[src/rtl/my_spi_tx_pkg.sv]
// my_spi_tx_pkg: link constants shared by the serial transmitter and its receiver.
package my_spi_tx_pkg;
    localparam int FRAME_BITS = 11;
    localparam int CNT_BITS = 6;
    localparam int IDX_BITS = $clog2(FRAME_BITS);
    localparam logic [FRAME_BITS-1:0] IDLE_WORD = '0;
endpackage

[src/rtl/my_spi_tx_hold_buf.sv]
// tx_hold_buf: one-entry valid/ready holding register drained by the frame shifter.
module tx_hold_buf
    import my_spi_tx_pkg::*;
(
    input  logic                  clk,
    input  logic                  rst_n,
    input  logic [FRAME_BITS-1:0] in_data,
    input  logic                  in_valid,
    output logic                  in_ready,
    input  logic                  drain_i,
    output logic [FRAME_BITS-1:0] word_o,
    output logic                  valid_o
);
    logic                  valid_q;
    logic [FRAME_BITS-1:0] word_q;
    // Accept needs an empty entry and drain needs a full one, so they never coincide.
    always_ff @(posedge clk or negedge rst_n) begin
        if (!rst_n) begin
            valid_q <= 1'b0;
            word_q  <= '0;
        end else if (in_valid && !valid_q) begin
            valid_q <= 1'b1;
            word_q  <= in_data;
        end else if (drain_i) begin
            valid_q <= 1'b0;
        end
    end
    assign in_ready = !valid_q;
    assign word_o   = word_q;
    assign valid_o  = valid_q;
endmodule

[src/rtl/my_spi_tx.sv]
// my_spi_tx: free-running LSB-first frame transmitter; sends IDLE_WORD when no word is held.
module my_spi_tx
    import my_spi_tx_pkg::*;
(
    input  logic                  clk,
    input  logic                  rst_n,
    input  logic [FRAME_BITS-1:0] in_data,
    input  logic                  in_valid,
    output logic                  in_ready,
    output logic                  tx,
    output logic                  frame_start,
    output logic                  frame_is_data,
    output logic [CNT_BITS-1:0]   frame_count,
    output logic                  underrun
);
    logic                  hold_valid, boundary;
    logic [FRAME_BITS-1:0] hold_word, word_d;
    logic [FRAME_BITS-1:0] shreg_q;
    logic [IDX_BITS-1:0]   bit_idx_q;
    logic [CNT_BITS-1:0]   frame_count_q;
    logic                  tx_q, frame_start_q, frame_is_data_q, underrun_q, started_q, sent_q;

    tx_hold_buf u_hold (
        .clk      (clk),
        .rst_n    (rst_n),
        .in_data  (in_data),
        .in_valid (in_valid),
        .in_ready (in_ready),
        .drain_i  (boundary),
        .word_o   (hold_word),
        .valid_o  (hold_valid)
    );

    // The first edge after reset starts frame 0 without counting a completed frame.
    assign boundary = !started_q || bit_idx_q == IDX_BITS'(FRAME_BITS - 1);
    assign word_d   = hold_valid ? hold_word : IDLE_WORD;

    always_ff @(posedge clk or negedge rst_n) begin
        if (!rst_n) begin
            shreg_q         <= '0;
            bit_idx_q       <= '0;
            frame_count_q   <= '0;
            tx_q            <= 1'b0;
            frame_start_q   <= 1'b0;
            frame_is_data_q <= 1'b0;
            underrun_q      <= 1'b0;
            started_q       <= 1'b0;
            sent_q          <= 1'b0;
        end else if (boundary) begin
            tx_q            <= word_d[0];
            shreg_q         <= word_d >> 1;
            bit_idx_q       <= '0;
            frame_start_q   <= 1'b1;
            frame_is_data_q <= hold_valid;
            started_q       <= 1'b1;
            sent_q          <= sent_q || hold_valid;
            if (started_q) frame_count_q <= frame_count_q + 1'b1;
            if (!hold_valid && sent_q) underrun_q <= 1'b1;
        end else begin
            tx_q          <= shreg_q[0];
            shreg_q       <= shreg_q >> 1;
            bit_idx_q     <= bit_idx_q + 1'b1;
            frame_start_q <= 1'b0;
        end
    end

    assign tx            = tx_q;
    assign frame_start   = frame_start_q;
    assign frame_is_data = frame_is_data_q;
    assign frame_count   = frame_count_q;
    assign underrun      = underrun_q;
endmodule
[config.mk]
export PLATFORM = sky130hd
export DESIGN_NAME = my_spi_tx
export DESIGN_NICKNAME = d
export VERILOG_FILES = /design/src/rtl/my_spi_tx_pkg.sv /design/src/rtl/my_spi_tx_hold_buf.sv /design/src/rtl/my_spi_tx.sv
export SDC_FILE = /design/constraint.sdc
export NUM_CORES = 1
export LEC_CHECK = 0
export CAP_MARGIN = 0
export CORE_MARGIN = 3
export CORE_UTILIZATION = 47
export CTS_CLUSTER_SIZE = 20
export DETAILED_ROUTE_END_ITERATION = 8
export GPL_TIMING_DRIVEN = 0
export PLACE_DENSITY = 0.85
export SLEW_MARGIN = 0
export SYNTH_ARGS = -nofsm -noshare
export SYNTH_HDL_FRONTEND = slang
export SYNTH_HIERARCHICAL = 1
export SYNTH_SLANG_ARGS = --single-unit
[constraint.sdc]
create_clock -name clk -period 1.3 [get_ports clk]
set_clock_uncertainty 0.05 [all_clocks]
set_input_delay 0.13 -clock clk [delete_from_list [all_inputs] [get_ports clk]]
set_output_delay 0.13 -clock clk [all_outputs]
set_load 0.02 [all_outputs]
=== Word level (Yosys, flattened, before mapping) ===
Index checks and enable logic that the tools add are counted.

* Register bits: 39
* Bits of input ports: 14
* Output and inout bits: 11
* Logic and storage cells: 30

* $add $sub $neg: 2
* Equal/unequal tests: 1
* Mux-type cells: 7
* Reduce and logical (&&, ||, !) cells: 9

{| class="wikitable"
|+ Operator list
! operator !! count
|-
| two-way mux 11 bit || 1
|-
| two-way mux 10 bit || 1
|-
| adder 6 x 1 -> 6 bit, second input constant || 1
|-
| adder 4 x 1 -> 4 bit, second input constant || 1
|-
| equality test 4 bit, second input constant || 1
|-
| two-way mux 1 bit || 4
|-
| two-way mux 4 bit || 1
|-
| AND reduction 2 bit || 2
|-
| logical AND 1 bit || 2
|-
| zero test 1 bit || 2
|-
| logical OR 1 bit || 2
|-
| nonzero test 2 bit || 1
|}

=== Depth between registers and ports, before layout ===
* Word-level depth: 4
* Mapped depth: 6
* Gate-level depth less buffers: 5

=== By module ===
Netlist, hierarchy kept.

{| class="wikitable"
|+ By module, submodules not included
! module !! times used !! cells an instance !! area each (µm²) !! sequential area each (µm²)
|-
| my_spi_tx || 1 || 90 || 1097.3 || 650.6
|-
| tx_hold_buf || 1 || 27 || 503.0 || 300.3
|}

=== Least setup slack after synthesis ===
OpenSTA, ideal clock, no wires.

* Path kind: register to register
* From: register bit_idx_q[0]
* To: register frame_is_data_q, in the netlist frame_is_data
* Setup time: 125 ps
* Arrival: 1282 ps
* Required time: 1125 ps
* Path slack: -157 ps
* Cell stages (with the launch flop): 6
* Path buffers: 0
* Clock period less this slack: 1457 ps
* Path through: dfrtp_1 -> inv_1 -> ha_1 -> nand2_1 -> o21ai_4 -> mux2_4

* Longest elaborated chain between the ends: 2

{| class="wikitable"
|+ Ends and longest elaborated chain
! what !! line !! source
|-
| from (decl) || my_spi_tx.sv:19 || <nowiki>logic [IDX_BITS-1:0] bit_idx_q;</nowiki>
|-
| from (signal assigned) || my_spi_tx.sv:62 || <nowiki>bit_idx_q <= bit_idx_q + 1'b1;</nowiki>
|-
| equality test 4 bit || my_spi_tx.sv:35 || <nowiki>assign boundary = !started_q || bit_idx_q == IDX_BITS'(FRAME_BITS - 1);</nowiki>
|-
| logical OR 1 bit || my_spi_tx.sv:35 ||
|-
| to (signal assigned) || my_spi_tx.sv:54 || <nowiki>frame_is_data_q <= hold_valid;</nowiki>
|-
| to (decl) || my_spi_tx.sv:21 || <nowiki>logic tx_q, frame_start_q, frame_is_data_q, underrun_q, started_q, sent_q;</nowiki>
|}

No other way between the ends.
A chain may end at the register's enable or synchronous reset.

=== Worst setup path after layout ===
* From: register bit_idx_q[0]
* To: register frame_count_q[1], in the netlist frame_count[1]

* Longest elaborated chain between the ends: 3

{| class="wikitable"
|+ Ends and longest elaborated chain
! what !! line !! source
|-
| equality test 4 bit || my_spi_tx.sv:35 ||
|-
| logical OR 1 bit || my_spi_tx.sv:35 ||
|-
| AND reduction 2 bit (no line) || n/a ||
|-
| to (signal assigned) || my_spi_tx.sv:57 || <nowiki>if (started_q) frame_count_q <= frame_count_q + 1'b1;</nowiki>
|-
| to (decl) || my_spi_tx.sv:20 || <nowiki>logic [CNT_BITS-1:0] frame_count_q;</nowiki>
|}

No other way between the ends.

==> impl_summary.md <==
Setup path
The endpoint of the most critical register-to-register path is frame_count[1]. The critical path arrival is 1.61 ns. In this run the worst path has a maximum fanout of 6.

The end of the critical path is frame_count[1]. The worst setup path is captured at a flip-flop. The cell with the largest stage delay on the worst path is sky130_fd_sc_hd__dfrtp_1.

Broken down by cell family, the worst path's largest delay share belongs to flip-flops. The data required time of the worst path is 1.47 ns. In this run the critical register-to-register path is launched from bit_idx_q[0]. The origin of the worst setup path is bit_idx_q[0].

The category of the critical setup timing path is reg2reg. The largest stage delay on the critical path is 0.42 ns. The total number of cells along the worst setup path is 5.

The critical path goes through inv_2 -> ha_4 -> and4b_1 -> buf_6 -> mux2_4. The buffer and inverter count on the worst path is 2. STA classifies the critical path startpoint as a flip-flop. The worst register-to-register path has a setup slack of -0.13 ns. The worst reg2reg path depth is 5.

Power
Sequential cells account for 48.8% of the total power. In this run switching power makes up 22.48% of total power. The net load switching power is 0.0006583 W. In this run the static leakage power is 1.040 nW. Internal power comes to 0.002271 W. The largest voltage drop on the vdd net is 799.6 uV.

The areal power density over the cells is 1390 nW/um^2. Of the total power, the clock network draws 34.9%. The share of total power dissipated in combinational logic is 16.2%.

STA
The post-route clock period utilization is 110.2%. Setup violations remaining at the end of the flow were counted as 25. The minimum setup slack in the final design is -0.1328 ns.

Setup repair after global routing could not meet its margin everywhere. The time the worst path needs with I/O delays and setup is 1.433 ns. The number of pins exceeding their max-slew limit in the final report is 0. At the pin with the least slew margin, the transition time is 0.7909 ns.

Adding up every negative setup slack in the final design gives -1.852 ns. The highest clock rate is 697.9 MHz. The final count of hold timing violations is 0. The headroom to the max-slew limit is 47.27%.

Place
Detailed placement ended at an HPWL of 1825 um. The placed instance count is 185. The count of buffers inserted at the top-level ports is 24.

The final weighted congestion in routability-driven placement is 0.7419.

Yosys
The net count of the mapped netlist is 134. The post-synthesis register bit count is 38. Yosys mapped the design onto 24 distinct sky130hd cell types. In this run the mean area of a mapped cell was 13.68 sq um.

The post-synthesis sequential area ratio is 59.42%. The count of yosys warnings during synthesis is 6. The cell area that synthesis handed to floorplanning was 1600 sq um. Synthesis produced a netlist whose cell count is 117.

Clock tree
The clock tree synthesis step divided the H-tree into 2 levels. TritonCTS built the clock tree. The tree is rooted in a sky130_fd_sc_hd__clkbuf_4. The source-to-sink clock delay at the later pin of the worst-skew pair is 0.33 ns. Clock-pin slew was measured on the worst setup and hold paths at 0.11 ns. The total CTS buffers is 5. The number of clock sinks is 38. The clock passes through at most 2 buffers.

GRT
The maximum number of pins on one net before global-route repair is 39. Global routing used 14.70% of the available tracks across all layers. The via count of the first global-routing pass is 1,019. The initial antenna violation count is 0. The first global-routing pass estimated 4533 um of wire. The total overflow left after global routing is 0.

Detailed routing
Wires add up to 2697 um. In the routed design, unresolved DRC markers number 0. After detailed routing, the number of vias per cell comes to 4.731. The first TritonRoute pass finished after 4 iterations.

The total via count after detailed routing is 951. The remaining antenna violation count after routing is 0. The first routing iteration left 19 violations. The detail-routed net length per standard cell is 13.42 um.

Outcome
The checks that failed: negative setup slack. The run finished, with violations left.

Finish
In the final layout, the multi-input gates occupy 594.3 sq um. The net count of the finished layout is 173. The post-route netlist has 31.21% of its cells at a drive strength greater than 1. The filler cell count in the final layout is 250.

Leaving out filler cells and counting taps, the final layout contains 201. The share of the core filled with cells is 66.83%. The sequential cells in the finished layout cover a total of 953.4 sq um.

The number of antenna diodes is 0. Compared with the post-synthesis result, the final layout area differs by 31.67%.

Die
The count of pins on the block boundary is 25. After floorplanning, the core was divided into 20 placement rows. The area of the die is 4141 sq um. Measured along the x axis, the die boundary spans 64.35 um. The core region is 3153 sq um. The height of the chip is 64.35 um.

The starting density of the core is 50.75%.

Hold path
The kind of path behind the tightest hold check is in2async.

Flow run
Across the run, the number of max-cap violations was 0.
[cells in the mapped netlist]
library cell / n / area [sq um]
sky130_fd_sc_hd__mux2i_1: 10 / 100.1
sky130_fd_sc_hd__nor2b_4: 1 / 13.76
sky130_fd_sc_hd__buf_6: 1 / 11.26
sky130_fd_sc_hd__a31o_2: 1 / 8.760
sky130_fd_sc_hd__mux2_2: 2 / 22.52
sky130_fd_sc_hd__xnor2_1: 5 / 43.79
sky130_fd_sc_hd__inv_1: 13 / 48.80
sky130_fd_sc_hd__nand3_1: 1 / 5.000
sky130_fd_sc_hd__nand2_1: 12 / 45.04
sky130_fd_sc_hd__and3_1: 2 / 12.51
sky130_fd_sc_hd__conb_1: 1 / 3.750
sky130_fd_sc_hd__nor2_1: 4 / 15.01
sky130_fd_sc_hd__o21ai_4: 1 / 16.27
sky130_fd_sc_hd__nand4_1: 3 / 18.77
sky130_fd_sc_hd__and4b_1: 1 / 10.01
sky130_fd_sc_hd__mux2_4: 11 / 165.2
sky130_fd_sc_hd__clkbuf_1: 1 / 3.750
sky130_fd_sc_hd__a21o_1: 1 / 7.510
sky130_fd_sc_hd__buf_12: 1 / 20.02
sky130_fd_sc_hd__ha_1: 3 / 37.54
sky130_fd_sc_hd__xor2_1: 2 / 17.52
sky130_fd_sc_hd__dfrtp_1: 38 / 950.9
sky130_fd_sc_hd__buf_8: 1 / 15.01
sky130_fd_sc_hd__o21bai_1: 1 / 7.510
[layout make-up]
type,instances,share of cell area [%]
multi-input combinational,62,28.21
clock buffer,6,2.435
sequential,38,45.25
clock inverter,2,2.850
inverter,13,2.316
tap,44,2.613
timing repair buffer,32,13.95
buffer,4,2.375
[stage by stage]
stage | power [W] | instance area (sq um) | hold slack [ns] | setup WS (ns)
final | 0.002929 | 2107 | 0.3572 | -0.1328
after global routing | 0.003081 | 2107 | 0.3300 | -0.1818
after CTS | 0.002941 | 2081 | 0.3376 | -0.1730
after detailed placement | 0.001904 | 1893 | 0.2144 | -0.3517
after global placement | 0.001879 | 1898 | 0.3906 | -0.7288
after floorplan | 0.001734 | 1603 | -0.2156 | -0.1549
[layout by cell type, fill, tap and decap left out, drive strengths merged, types with 3 or more instances in the layout]
master,n
nand2,12
dfrtp,38
xnor2,5
nor2,4
clkbuf,10
mux2,13
ha,3
clkdlybuf4s50,12
clkdlybuf4s15,3
buf,12
mux2i,10
inv,13
nand4,3
dlygate4sd2,4
[registers in the layout, summed over array words and instances, names as in the netlist]
signal	count
bit_idx_q	4
frame_start	1
frame_is_data	1
sent_q	1
underrun	1
tx	1
shreg_q	10
u_hold/word_o	11
frame_count	6
u_hold/valid_o	1
started_q	1
[worst min-delay path by stage]
stage | start | to | slack [ns]
3_5_place_dp | rst_n | frame_count[1] | 0.21
4_1_cts | in_data[4] | u_hold/word_o[4] | 0.34
5_1_grt | in_data[1] | u_hold/word_o[1] | 0.33
2_1_floorplan | rst_n | bit_idx_q[0] | -0.22
6_report | rst_n | frame_count[1] | 0.36
3_3_place_gp | sent_q | sent_q | 0.39
[per-layer routing]
layer  part of all wire (%)  GRT usage [%]  wire length [um]
met1                     41          16.30              1116
met2                     53          25.64              1418
met3                    4.4          4.745               120
met4                    1.6          6.332                42
met5                      0              0                 0
[power by group through the flow]
stage               registers, W  clock network (W)  logic [W]
detailed placement       0.00146                  0   0.000449
global route             0.00145            0.00111   0.000520
CTS                      0.00143            0.00105   0.000462
global placement         0.00145                  0   0.000431
finish                   0.00143            0.00102   0.000476
floorplan                0.00145                  0   0.000287
[logic make-up after synthesis]
family,synth area share (%)
AO/OA/AOI/OAI,2.503
flip-flops,59.42
buffers and inverters,6.176
other,0.2343
adder cells (fa/ha/maj),2.346
AND/OR/NAND/NOR,7.505
XOR/XNOR,3.831
multiplexers,17.98
[timing repair]
item                                   in CTS  in global routing
gates cloned                                0                  0
pin swaps                                   6                  5
endpoints found under the hold margin      38                  0
setup buffers                               5                  2
hold buffers                                1                  0
setup endpoints to repair                  46                 42
gates resized for setup                    27                 10
[worst register-to-register path, delay by kind of cell (launching register included)]
kind,cells,cell delay [ns]
multiplexers,1,0.30
buffers and inverters,2,0.22
AND/OR/NAND/NOR,1,0.20
flip-flops,1,0.42
adder cells (fa/ha/maj),1,0.14
Power figures use the tool's default switching activity.
